## src/rtl/rib_arbiter_pkg.sv

```systemverilog
// Shared master index constants and small helpers for the rib six-master arbiter.
package rib_arbiter_pkg;

    localparam int MASTER_NUM = 6;

    localparam logic [2:0] M_C0_EX = 3'd0;
    localparam logic [2:0] M_C0_PC = 3'd1;
    localparam logic [2:0] M_JTAG0 = 3'd2;
    localparam logic [2:0] M_C1_EX = 3'd3;
    localparam logic [2:0] M_C1_PC = 3'd4;
    localparam logic [2:0] M_JTAG1 = 3'd5;

    typedef logic [MASTER_NUM-1:0] mvec_t;

    // Masters m0-m2 belong to core0, m3-m5 to core1.
    function automatic logic owner_core(input logic [2:0] idx);
        return (idx >= M_C1_EX);
    endfunction

    function automatic logic is_jtag(input logic [2:0] idx);
        return (idx == M_JTAG0) || (idx == M_JTAG1);
    endfunction

    // Inter-core tie: the core that did not own the previous grant wins.
    function automatic logic [2:0] tie_pick(input logic last_core,
                                             input logic [2:0] c0_idx,
                                             input logic [2:0] c1_idx);
        return last_core ? c0_idx : c1_idx;
    endfunction

endpackage

```

## src/rtl/rib_arb_waitcnt.sv

```systemverilog
// Per-core saturating wait counter; starve is high while the count sits at MAX_WAIT.
module rib_arb_waitcnt #(
    parameter int MAX_WAIT = 4,
    parameter int CNT_W    = 3
) (
    input  logic clk,
    input  logic rst,
    input  logic clr,
    input  logic inc,
    output logic starve
);

    localparam logic [CNT_W-1:0] MAX_CNT = CNT_W'(MAX_WAIT);
    localparam logic [CNT_W-1:0] ONE     = CNT_W'(1);

    logic [CNT_W-1:0] cnt_r;

    // Count held cycles, clearing on grant or when the core stops requesting.
    always_ff @(posedge clk) begin
        if (!rst) begin
            cnt_r <= '0;
        end else if (clr) begin
            cnt_r <= '0;
        end else if (inc && (cnt_r != MAX_CNT)) begin
            cnt_r <= cnt_r + ONE;
        end
    end

    assign starve = (cnt_r == MAX_CNT);

endmodule

```

## src/rtl/rib_arbiter.sv

```systemverilog
// Six-master rib arbiter: jtag > ex > pc classes, starvation promotion,
// round-robin tie break between cores and a sticky jtag lock.
module rib_arbiter
    import rib_arbiter_pkg::*;
#(
    parameter int MAX_WAIT = 4,
    parameter int CNT_W    = 3
) (
    input  logic        clk,
    input  logic        rst,
    input  logic [5:0]  req_i,
    output logic [5:0]  grant_o,
    output logic [2:0]  grant_idx_o,
    output logic        grant_valid_o,
    output logic [1:0]  hold_flag_o,
    output logic [1:0]  starve_o
);

    logic       last_core_r;
    logic       lock_vld_r;
    logic [2:0] lock_id_r;
    logic [1:0] starve_s;
    logic       lock_hit_s;
    logic       nj0_s;
    logic       nj1_s;
    logic       prom0_s;
    logic       prom1_s;
    logic       sel_vld_s;
    logic [2:0] sel_idx_s;
    logic [1:0] core_gnt_s;

    assign nj0_s      = req_i[M_C0_EX] | req_i[M_C0_PC];
    assign nj1_s      = req_i[M_C1_EX] | req_i[M_C1_PC];
    assign prom0_s    = starve_s[0] & nj0_s;
    assign prom1_s    = starve_s[1] & nj1_s;
    assign lock_hit_s = lock_vld_r & req_i[lock_id_r];

    // Pick the winning master index for this cycle.
    always_comb begin
        sel_vld_s = 1'b1;
        sel_idx_s = 3'd0;
        if (!rst) begin
            sel_vld_s = 1'b0;
        end else if (lock_hit_s) begin
            sel_idx_s = lock_id_r;
        end else if (req_i[M_JTAG0] && req_i[M_JTAG1]) begin
            sel_idx_s = tie_pick(last_core_r, M_JTAG0, M_JTAG1);
        end else if (req_i[M_JTAG0]) begin
            sel_idx_s = M_JTAG0;
        end else if (req_i[M_JTAG1]) begin
            sel_idx_s = M_JTAG1;
        end else if (prom0_s && !prom1_s) begin
            sel_idx_s = req_i[M_C0_EX] ? M_C0_EX : M_C0_PC;
        end else if (prom1_s && !prom0_s) begin
            sel_idx_s = req_i[M_C1_EX] ? M_C1_EX : M_C1_PC;
        end else if (req_i[M_C0_EX] && req_i[M_C1_EX]) begin
            sel_idx_s = tie_pick(last_core_r, M_C0_EX, M_C1_EX);
        end else if (req_i[M_C0_EX]) begin
            sel_idx_s = M_C0_EX;
        end else if (req_i[M_C1_EX]) begin
            sel_idx_s = M_C1_EX;
        end else if (req_i[M_C0_PC] && req_i[M_C1_PC]) begin
            sel_idx_s = tie_pick(last_core_r, M_C0_PC, M_C1_PC);
        end else if (req_i[M_C0_PC]) begin
            sel_idx_s = M_C0_PC;
        end else if (req_i[M_C1_PC]) begin
            sel_idx_s = M_C1_PC;
        end else begin
            sel_vld_s = 1'b0;
        end
    end

    assign grant_o       = sel_vld_s ? (6'b000001 << sel_idx_s) : 6'b000000;
    assign grant_idx_o   = sel_vld_s ? sel_idx_s : 3'd0;
    assign grant_valid_o = sel_vld_s;

    // A granted jtag master does not release the core pipeline from hold.
    assign hold_flag_o[0] = rst & nj0_s & ~(grant_o[M_C0_EX] | grant_o[M_C0_PC]);
    assign hold_flag_o[1] = rst & nj1_s & ~(grant_o[M_C1_EX] | grant_o[M_C1_PC]);
    assign starve_o       = starve_s & {2{rst}};

    assign core_gnt_s[0] = sel_vld_s & ~owner_core(sel_idx_s);
    assign core_gnt_s[1] = sel_vld_s &  owner_core(sel_idx_s);

    // Round-robin owner and jtag lock state.
    always_ff @(posedge clk) begin
        if (!rst) begin
            last_core_r <= 1'b0;
            lock_vld_r  <= 1'b0;
            lock_id_r   <= 3'd0;
        end else begin
            if (sel_vld_s) begin
                last_core_r <= owner_core(sel_idx_s);
            end
            if (lock_vld_r) begin
                lock_vld_r <= req_i[lock_id_r];
            end else if (sel_vld_s && is_jtag(sel_idx_s)) begin
                lock_vld_r <= 1'b1;
                lock_id_r  <= sel_idx_s;
            end
        end
    end

    rib_arb_waitcnt #(.MAX_WAIT(MAX_WAIT), .CNT_W(CNT_W)) u_wait0 (
        .clk    (clk),
        .rst    (rst),
        .clr    (core_gnt_s[0] | ~nj0_s),
        .inc    (nj0_s),
        .starve (starve_s[0])
    );

    rib_arb_waitcnt #(.MAX_WAIT(MAX_WAIT), .CNT_W(CNT_W)) u_wait1 (
        .clk    (clk),
        .rst    (rst),
        .clr    (core_gnt_s[1] | ~nj1_s),
        .inc    (nj1_s),
        .starve (starve_s[1])
    );

endmodule

```

## config.mk

```make
export PLATFORM = sky130hd
export DESIGN_NAME = rib_arbiter
export DESIGN_NICKNAME = d
export VERILOG_FILES = /design/src/rtl/rib_arbiter_pkg.sv /design/src/rtl/rib_arb_waitcnt.sv /design/src/rtl/rib_arbiter.sv
export SDC_FILE = /design/constraint.sdc
export NUM_CORES = 1
export LEC_CHECK = 0
export BUFFER_PORTS_ARGS = -buffer_cell sky130_fd_sc_hd__buf_2
export CORE_MARGIN = 3
export CORE_UTILIZATION = 53
export DETAILED_ROUTE_END_ITERATION = 10
export GPL_ROUTABILITY_DRIVEN = 0
export HOLD_SLACK_MARGIN = 0.15
export PLACE_DENSITY = 0.89
export SETUP_SLACK_MARGIN = 0.4
export SLEW_MARGIN = 25
export SYNTH_ARGS = -nofsm -noshare
export SYNTH_HDL_FRONTEND = slang
export SYNTH_SLANG_ARGS = --single-unit
export TNS_END_PERCENT = 10
```

## constraint.sdc

```tcl
create_clock -name clk -period 5.3 [get_ports clk]
set_clock_uncertainty 0.2 [all_clocks]
set_input_delay 1.59 -clock clk [delete_from_list [all_inputs] [get_ports clk]]
set_output_delay 1.59 -clock clk [all_outputs]
set_load 0.01 [all_outputs]
```

==> results of run 1 <==
-- flip-flops by register name, indices dropped and copies added, names as in the netlist --
name / flops
lock_vld_r: 1
u_wait1.cnt_r: 3
last_core_r: 1
lock_id_r: 3
u_wait0.cnt_r: 3
-- synth_stat cells (all sizes together), types with 3 or more instances --
cell,instances,share of area (%)
nand2,7,2.5
o21ai,8,5.0
clkbuf,3,1.2
and3,4,2.7
inv,13,4.7
nor3,5,2.4
a211oi,5,4.1
o211ai,4,3.9
nor2,11,4.0
dfxtp,11,21
o211a,5,4.8
a21oi,9,5.5
ha,4,4.8
nand3b,3,2.2
-- through the flow --
| stage | hold slack (ns) | total power, mW | cell area (sq um) |
|---|---|---|---|
| after global placement | 0.3296 | 0.2169 | 1141 |
| final | 0.3641 | 0.3117 | 1346 |
| after CTS | 0.3554 | 0.3039 | 1321 |
| after global routing | 0.3967 | 0.3316 | 1346 |
| after detailed placement | 0.3384 | 0.2210 | 1141 |
| after floorplan | 0.3010 | 0.1919 | 1036 |
-- worst register-to-register path, delay by kind of cell, from the launching register on --
family                     cells  cell delay [ns]
AOI/OAI and AO/OA              4             0.70
adders and majority gates      1             0.24
buffers and inverters          4             0.42
DFF                            1             0.37
and+or+nand+nor                2             0.42
-- worst max-delay path by stage --
stage / from / slack (ns) / cells past startpoint / endpoint
global placement: req_i[0] / 0.18 / 9 / hold_flag_o[1]
CTS: req_i[1] / 0.31 / 9 / hold_flag_o[1]
floorplan: req_i[1] / 0.35 / 8 / hold_flag_o[1]
global route: req_i[1] / 0.23 / 9 / hold_flag_o[1]
finish: req_i[4] / 0.30 / 9 / hold_flag_o[1]
detailed placement: req_i[0] / 0.12 / 9 / hold_flag_o[1]
-- kinds of logic after synthesis --
group	after synthesis	synth area share [%]
mux	3	4.242
buf+inv	18	7.758
fa+ha+maj	5	5.940
compound gates	44	34.43
xor+xnor	2	1.697
flops	11	21.33
simple gates	44	24.61
-- routing by layer --
layer	GRT usage (%)	up-vias	share of wire, %
met5	0	-	0
met4	11.98	0	3.4
met3	3.561	14	7.2
met2	44.13	60	49
met1	30.90	507	40
li1	-	537	-
-- area by class of cell --
class	count	area, sq um	area share (%)
clock buffer	4	26.28	1.952
inverter	13	48.80	3.625
multi-input combinational	98	780.7	57.99
sequential	11	220.2	16.36
tap	25	31.28	2.323
timing repair buffer	34	239.0	17.75
-- power groups by stage --
stage	Clock (mW)	Combinational (mW)	Sequential [mW]
2_1_floorplan	0	0.0909	0.101
3_3_place_gp	0	0.111	0.106
3_5_place_dp	0	0.114	0.107
4_1_cts	0.0611	0.138	0.105
5_1_grt	0.0664	0.158	0.107
6_report	0.0591	0.147	0.105
-- repair_timing --
action | 4_1_cts | 5_1_grt
resized for setup | 13 | 7
setup buffers | 13 | 0
endpoints found under the setup margin | 7 | 10
pin swaps | 9 | 7
hold endpoints to repair | 0 | 0
==> flow_metrics.tcl, run 1 <==
set metrics [dict create \
    outcome "complete, no violations" \
    power.internal_mw 0.1904 \
    required_ns 3.51 \
    r2r_slack_ns 2.86 \
    slew_violations 0 \
    layoutNonFillerInstCount 185 \
    tritoncts "done" \
    cts_root_buffer "clkbuf_4" \
    yosys_register_bits 11 \
    reg2reg_depth 11 \
    p_comb_share_pct 47.2 \
    drive_gt1_share_pct 39.38 \
    cpPeakStageDelay_ns 0.30 \
    drc 0 \
    drtPass1Iterations 4 \
    vdd_drop_max_v 0.0001828 \
    die_area_sq_um 2513 \
    crit_chain "buf_4 > o211ai_4 > a311oi_2 > a211o_1 > o211ai_2 > nand2_2 > inv_2 > mux2_4 > buf_6" \
    ant_nets 0 \
    syn_avg_cell_area_sq_um 8.128 \
    synth_cell_types 51 \
    start_kind "primary input" \
    sw_frac_of_total_pct 38.91 \
    core_sq_um 1783 \
    place_inst 168 \
    yosys_warnings 0 \
    io_buffers 21 \
    hold_path_depth 1 \
    syn_inst 127 \
    clk_path_buf_depth 2 \
    worst_slack_ns 0.3047 \
    hold_viol_final 0 \
    max-cap-violations 0 \
    synth_nets 139 \
    path_max_fanout 7 \
    critPathKind "primary input to output port" \
    drt-initial-drc-count 45 \
    final_common_cell "buf_2" \
    place_ws_ns 0.1173 \
    clkPwrFrac_pct 18.9 \
    min_period_ns 4.995 \
    p_seq_share_pct 33.8 \
    end_kind "output port" \
    critical_path.top_delay_family "compound AO/OA/AOI/OAI gates" \
    crit-reg2reg-capture "u_wait1.cnt_r[2]" \
    tightest_slew_ns 0.4261 \
    clk_pin_slew_ns 0.07 \
    grt_start_max_net_pins 12 \
    tns_ns 0 \
    grtUsageTotal_pct 25.58 \
    area_growth_pct 30.42 \
    slowest_stage "mux2_4" \
    dieHeight_um 50.13 \
    powerDensity_nw_per_um2 231.5 \
    dpl.hpwl_um 1950 \
    p_leak_nw 0.6392 \
    yosysSeqAreaShare_pct 21.33 \
    cts_buffers 3 \
    power.net_switching_mw 0.1213 \
    worstReg2RegStart "u_wait0.cnt_r[0]" \
    cts-hold-fix-buffers 0 \
    final_nets 173 \
    clock_sinks 11 \
    crit_arrival_ns 3.21 \
    drt-total-wl_um 2965 \
    netlist_area_sq_um 1032 \
    ys.flop_type "dfxtp_1" \
    max_freq_mhz 200.2 \
    overflow 0 \
    fill_cells 127 \
    vias 1118 \
    async_reset_ff_share_pct 0 \
    die_x_um 50.13 \
    rsz0062_at_grt "true" \
    grt_pass1_wl_um 4954 \
    io_pins 22 \
    whs_endpoint "lock_id_r[2]" \
    clk_latency_ns 0.28 \
    htree_levels 1 \
    fin_crit_sh_pct 94.25 \
    core.rowCount 15 \
    max_slew_margin_pct 71.29 \
    synth_edf_count 0 \
    final_util_pct 75.51 \
    cp.buffers_inverters 3 \
    vias_per_cell 6.043 \
    antenna_cells 0 \
    post_drt_wl_per_cell_um 16.03 \
    setup_viol 0 \
    antenna_found_initial 0 \
    final_cell_mix "buf_2, buf_4, nor2_1, dfxtp_1, inv_1" \
    start_util_pct 57.89 \
    grt_pass1_vias 1033 \
    hp-start "lock_id_r[2]" \
    hold_class "flop to flop" \
]
No activity file was read; power rests on OpenSTA's default activity.
==> run 2, diff against run 1 <==
==> constraint.sdc (replaced) <==
create_clock -name clk -period 5.3 [get_ports clk]
set_clock_uncertainty 0.2 [all_clocks]
set_input_delay 0.795 -clock clk [delete_from_list [all_inputs] [get_ports clk]]
set_output_delay 0.795 -clock clk [all_outputs]
set_load 0.01 [all_outputs]
==> run 2 against run 1 <==
Net effect:
- via count shrank 5.4%
- total power shrank 11%
- largest cell class unchanged
- combinational power shrank 22%
- final cell count shrank 7.0%
- count of clock-buffer cells in the layout is the same
- critical path type unchanged
- worst setup slack gained 1.3 ns
- sequential share of layout area grew 2.6 points
- cell area shrank 14%
- worst hold slack lost 0.0067 ns
- global-route usage shrank 4.5 points
==> flow_metrics.tcl, run 2 (synthesized netlist as in run 1, its figures left out) <==
set metrics [dict create \
    outcome "complete, no violations" \
    cts_resized 0 \
    final_cell_mix "buf_2, nor2_1, dfxtp_1" \
    io_pins 22 \
    drt-total-wl_um 2549 \
    start_util_pct 57.89 \
    cts_setup_buffers 0 \
    end_kind "output port" \
    cts-hold-fix-buffers 0 \
    antenna_found_initial 0 \
    setup_viol 0 \
    antenna_cells 0 \
    overflow 0 \
    tightest_slew_ns 0.4578 \
    drtPass1Iterations 7 \
    htree_levels 1 \
    final_nets 160 \
    clock_sinks 11 \
    clk_path_buf_depth 2 \
    core.rowCount 15 \
    drc 0 \
    slew_violations 0 \
    ant_nets 0 \
    finalInstanceArea_sq_um 1164 \
    hold_viol_final 0 \
    vias_per_cell 6.151 \
    clk_pin_slew_ns 0.07 \
    drive_gt1_share_pct 28.57 \
    multi_input_area_sq_um 732.0 \
    powerDensity_nw_per_um2 237.7 \
    dieHeight_um 50.13 \
    dpl.hpwl_um 1957 \
    io_buffers 21 \
    die_area_sq_um 2513 \
    post_drt_wl_per_cell_um 14.82 \
    max_slew_margin_pct 69.16 \
    clk_latency_ns 0.27 \
    vdd_drop_max_v 0.0001652 \
    fin_crit_sh_pct 68.98 \
    die_x_um 50.13 \
    max_freq_mhz 273.5 \
    drt-initial-drc-count 58 \
    min_period_ns 3.656 \
    critPathKind "primary input to output port" \
    hold_class "flop to flop" \
    rsz0062_at_grt "false" \
    area_growth_pct 12.73 \
    fill_cells 141 \
    core_sq_um 1783 \
    cts_root_buffer "clkbuf_4" \
    max-cap-violations 0 \
    reg.largest.list "lock_id_r: 3 flops, u_wait0.cnt_r: 3 flops, u_wait1.cnt_r: 3 flops" \
    vias 1058 \
    tritoncts "done" \
    grt_start_max_net_pins 12 \
    start_kind "primary input" \
    grtUsageTotal_pct 21.09 \
    tns_ns 0 \
    grt_pass1_wl_um 4181 \
    cts_buffers 3 \
    seq_area_sq_um 220.2 \
    p_leak_nw 0.5573 \
    path_max_fanout 9 \
    grt_pass1_vias 987 \
    final_common_cell "buf_2" \
    postPlaceCellArea_sq_um 1137 \
    required_ns 4.30 \
    crit_arrival_ns 2.66 \
]
==> run 2: cell types whose count changed in the layout (fill, tap and decap cells not counted), sizes merged <==
| cell | delta |
|---|---|
| buf | -13 |
==> run 2: worst paths after layout <==
path / startpoint / end / slack (ns) / cells after the start
min reg2reg: lock_id_r[2] / lock_id_r[2] / 0.36 / 1
max: req_i[0] / hold_flag_o[1] / 1.64 / 9
min: lock_id_r[2] / lock_id_r[2] / 0.36 / 1
max reg2reg: lock_id_r[1] / u_wait1.cnt_r[2] / 2.98 / 8
==> run 2: metrics by stage <==
stage               util [%]  power (mW)  hold slack, ns  cells  setup WS, ns
floorplan                  -      0.1904          0.3010    127         1.872
global placement       63.79      0.2154          0.3235    168         1.734
detailed placement     63.79      0.2188          0.3366    168         1.669
CTS                    65.26      0.2754          0.3532    172         1.665
global route           65.26      0.2929          0.3927    172         1.550
finish                 65.26      0.2766          0.3574    172         1.644
==> run 2: metal layers <==
layer / wire length (um) / vias up / part of all wire [%] / track usage [%]
met5: 0 / - / 0 / 0
met4: 16 / 0 / 0.63 / 6.912
met3: 233 / 4 / 9.1 / 3.561
met2: 1271 / 66 / 50 / 36.09
met1: 1028 / 477 / 40 / 26.51
li1: - / 511 / - / -
==> run 2: cell type report <==
class	instances	share of cell area, %
Clock buffer	4	2.258
Multi-Input combinational cell	98	62.90
Inverter	13	4.194
Tap cell	25	2.688
Timing Repair Buffer	21	9.032
Sequential cell	11	18.92
==> run 2: power by group <==
part	internal, mW	switching (mW)
clock network	0.0291	0.0281
registers	0.0919	0.0129
logic	0.0489	0.0657
==> run 2: worst max-delay path: stages <==
cell and delay, ns:
buf_2 0.16, o211a_1 0.28, maj3_2 0.33, o21a_1 0.19
o211ai_2 0.19, nand2_1 0.13, inv_2 0.12, mux2_1 0.33
buf_2 0.14
==> run 3, diff against run 2 <==
- clock period: 5.3 -> 3.4 ns (I/O delays scaled with it)
==> run 3 against run 2 <==
Net effect:
- die area is the same
- first-iteration DRC count rose by 3.4%
- sequential share of layout area fell by 1.9 points
- combinational power is 99% higher
==> flow_metrics.tcl, run 3 (synthesized netlist as in run 1, its figures left out) <==
set metrics [dict create \
    outcome "complete, no violations" \
    reg2reg_depth 9 \
    clk_latency_ns 0.27 \
    power.internal_mw 0.2958 \
    required_ns 2.69 \
    antenna_found_initial 0 \
    p_leak_nw 0.6240 \
    drive_gt1_share_pct 44.03 \
    drtPass1Iterations 4 \
    die_area_sq_um 2513 \
    hold_class "flop to flop" \
    grt_util_met2_pct 40.22 \
    power_mw 0.4858 \
    cts_root_buffer "clkbuf_4" \
    met1_usage_pct 28.70 \
    p_seq_share_pct 34.3 \
    hold_path_depth 1 \
    hp-start "lock_id_r[2]" \
    drt-initial-drc-count 60 \
    min_period_ns 3.080 \
    grt_pass1_vias 1011 \
    critPathKind "primary input to output port" \
    p_comb_share_pct 47.2 \
    grt_pass1_wl_um 4602 \
    clk_path_buf_depth 2 \
    use_met3_pct 3.561 \
    reg.largest.list "lock_id_r: 3 flops, u_wait0.cnt_r: 3 flops, u_wait1.cnt_r: 3 flops" \
    fill_cells 119 \
    path_max_fanout 9 \
    io_pins 22 \
    grtUsageTotal_pct 23.58 \
    dpl.hpwl_um 1957 \
    final_nets 172 \
    tns_ns 0 \
    grt_start_max_net_pins 12 \
    multi_input_area_sq_um 794.5 \
    r2r_slack_ns 1.09 \
    die_x_um 50.13 \
    max-cap-violations 0 \
    drc 0 \
    cts_buffers 3 \
    core.rowCount 15 \
    rsz0062_at_grt "true" \
    powerDensity_nw_per_um2 365.6 \
    tritoncts "done" \
    overflow 0 \
    crit_arrival_ns 2.37 \
    start_util_pct 57.89 \
    whs_endpoint "lock_id_r[2]" \
    clkPwrFrac_pct 18.6 \
    post_drt_wl_per_cell_um 16.97 \
    layoutNonFillerInstCount 184 \
    area_growth_pct 28.73 \
    worstReg2RegStart "u_wait1.cnt_r[0]" \
    vias 1152 \
    dieHeight_um 50.13 \
    vias_per_cell 6.261 \
    max_freq_mhz 324.7 \
    start_kind "primary input" \
    hold_viol_final 0 \
    clock_sinks 11 \
    top_usage_layer "met2" \
    crit-reg2reg-capture "u_wait0.cnt_r[0]" \
    final_cell_mix "buf_2, buf_4, nor2_1" \
    antenna_cells 0 \
    power.net_switching_mw 0.1900 \
    core_sq_um 1783 \
    final_common_cell "buf_2" \
    drt-total-wl_um 3123 \
    ant_nets 0 \
    htree_levels 1 \
    setup_viol 0 \
    slew_violations 0 \
    seq_area_sq_um 226.5 \
    end_kind "output port" \
    clk_pin_slew_ns 0.07 \
    io_buffers 21 \
    max_slew_margin_pct 65.14 \
    tightest_slew_ns 0.5181 \
    sw_frac_of_total_pct 39.12 \
    fin_crit_sh_pct 90.58 \
    place_inst 168 \
    vdd_drop_max_v 0.0003425 \
]
## run 3: timing repair
action / CTS / global route
hold endpoints to repair: 0 / 0
hold buffers: 0 / 0
gates resized for setup: 8 / 13
setup buffers: 5 / 7
pin swaps: 1 / 7
endpoints found under the setup margin: 3 / 9
## run 3: stage by stage
stage               worst slack [ns]  instance area [sq um]  hold slack, ns  utilization [%]
floorplan                     0.5420                   1032          0.3010                -
global placement              0.4041                   1137          0.3235            63.79
detailed placement            0.3390                   1137          0.3366            63.79
CTS                           0.4031                   1221          0.3532            68.49
global route                  0.2157                   1329          0.3742            74.53
finish                        0.3201                   1329          0.3599            74.53
## run 3: worst max-delay path by stage
| stage | start | to | slack, ns | cells after the start |
|---|---|---|---|---|
| after detailed placement | req_i[0] | hold_flag_o[1] | 0.34 | 9 |
| after CTS | lock_vld_r | hold_flag_o[1] | 0.40 | 8 |
| after global routing | u_wait0.cnt_r[1] | hold_flag_o[1] | 0.22 | 8 |
| after floorplan | req_i[1] | hold_flag_o[1] | 0.54 | 8 |
| final | req_i[0] | hold_flag_o[1] | 0.32 | 7 |
| after global placement | req_i[0] | hold_flag_o[1] | 0.40 | 9 |
## run 3: power groups by stage
| stage | sequential, mW | clock, mW | combinational, mW |
|---|---|---|---|
| finish | 0.166 | 0.0901 | 0.229 |
| global route | 0.169 | 0.102 | 0.246 |
| CTS | 0.163 | 0.0902 | 0.192 |
| detailed placement | 0.166 | 0 | 0.175 |
| global placement | 0.166 | 0 | 0.170 |
| floorplan | 0.157 | 0 | 0.139 |
## run 3: layout make-up
type / instances / area share [%]
clock buffers: 4 / 1.977
inverters: 13 / 3.672
multi-input cells: 98 / 59.79
flip-flops and latches: 11 / 17.04
well taps: 25 / 2.354
repair buffers: 33 / 15.16
## run 3: per-layer routing
layer	part of all wire [%]	wire length, um
met1	39	1208
met2	49	1540
met3	7.1	221
met4	4.9	153
met5	0	0
## run 3: worst max-delay path, cell delays in order
cell and delay (ns):
buf_2 0.16, o211ai_1 0.38, a221oi_1 0.17, nor4_1 0.48
a21oi_1 0.21, mux2_4 0.33, buf_6 0.12
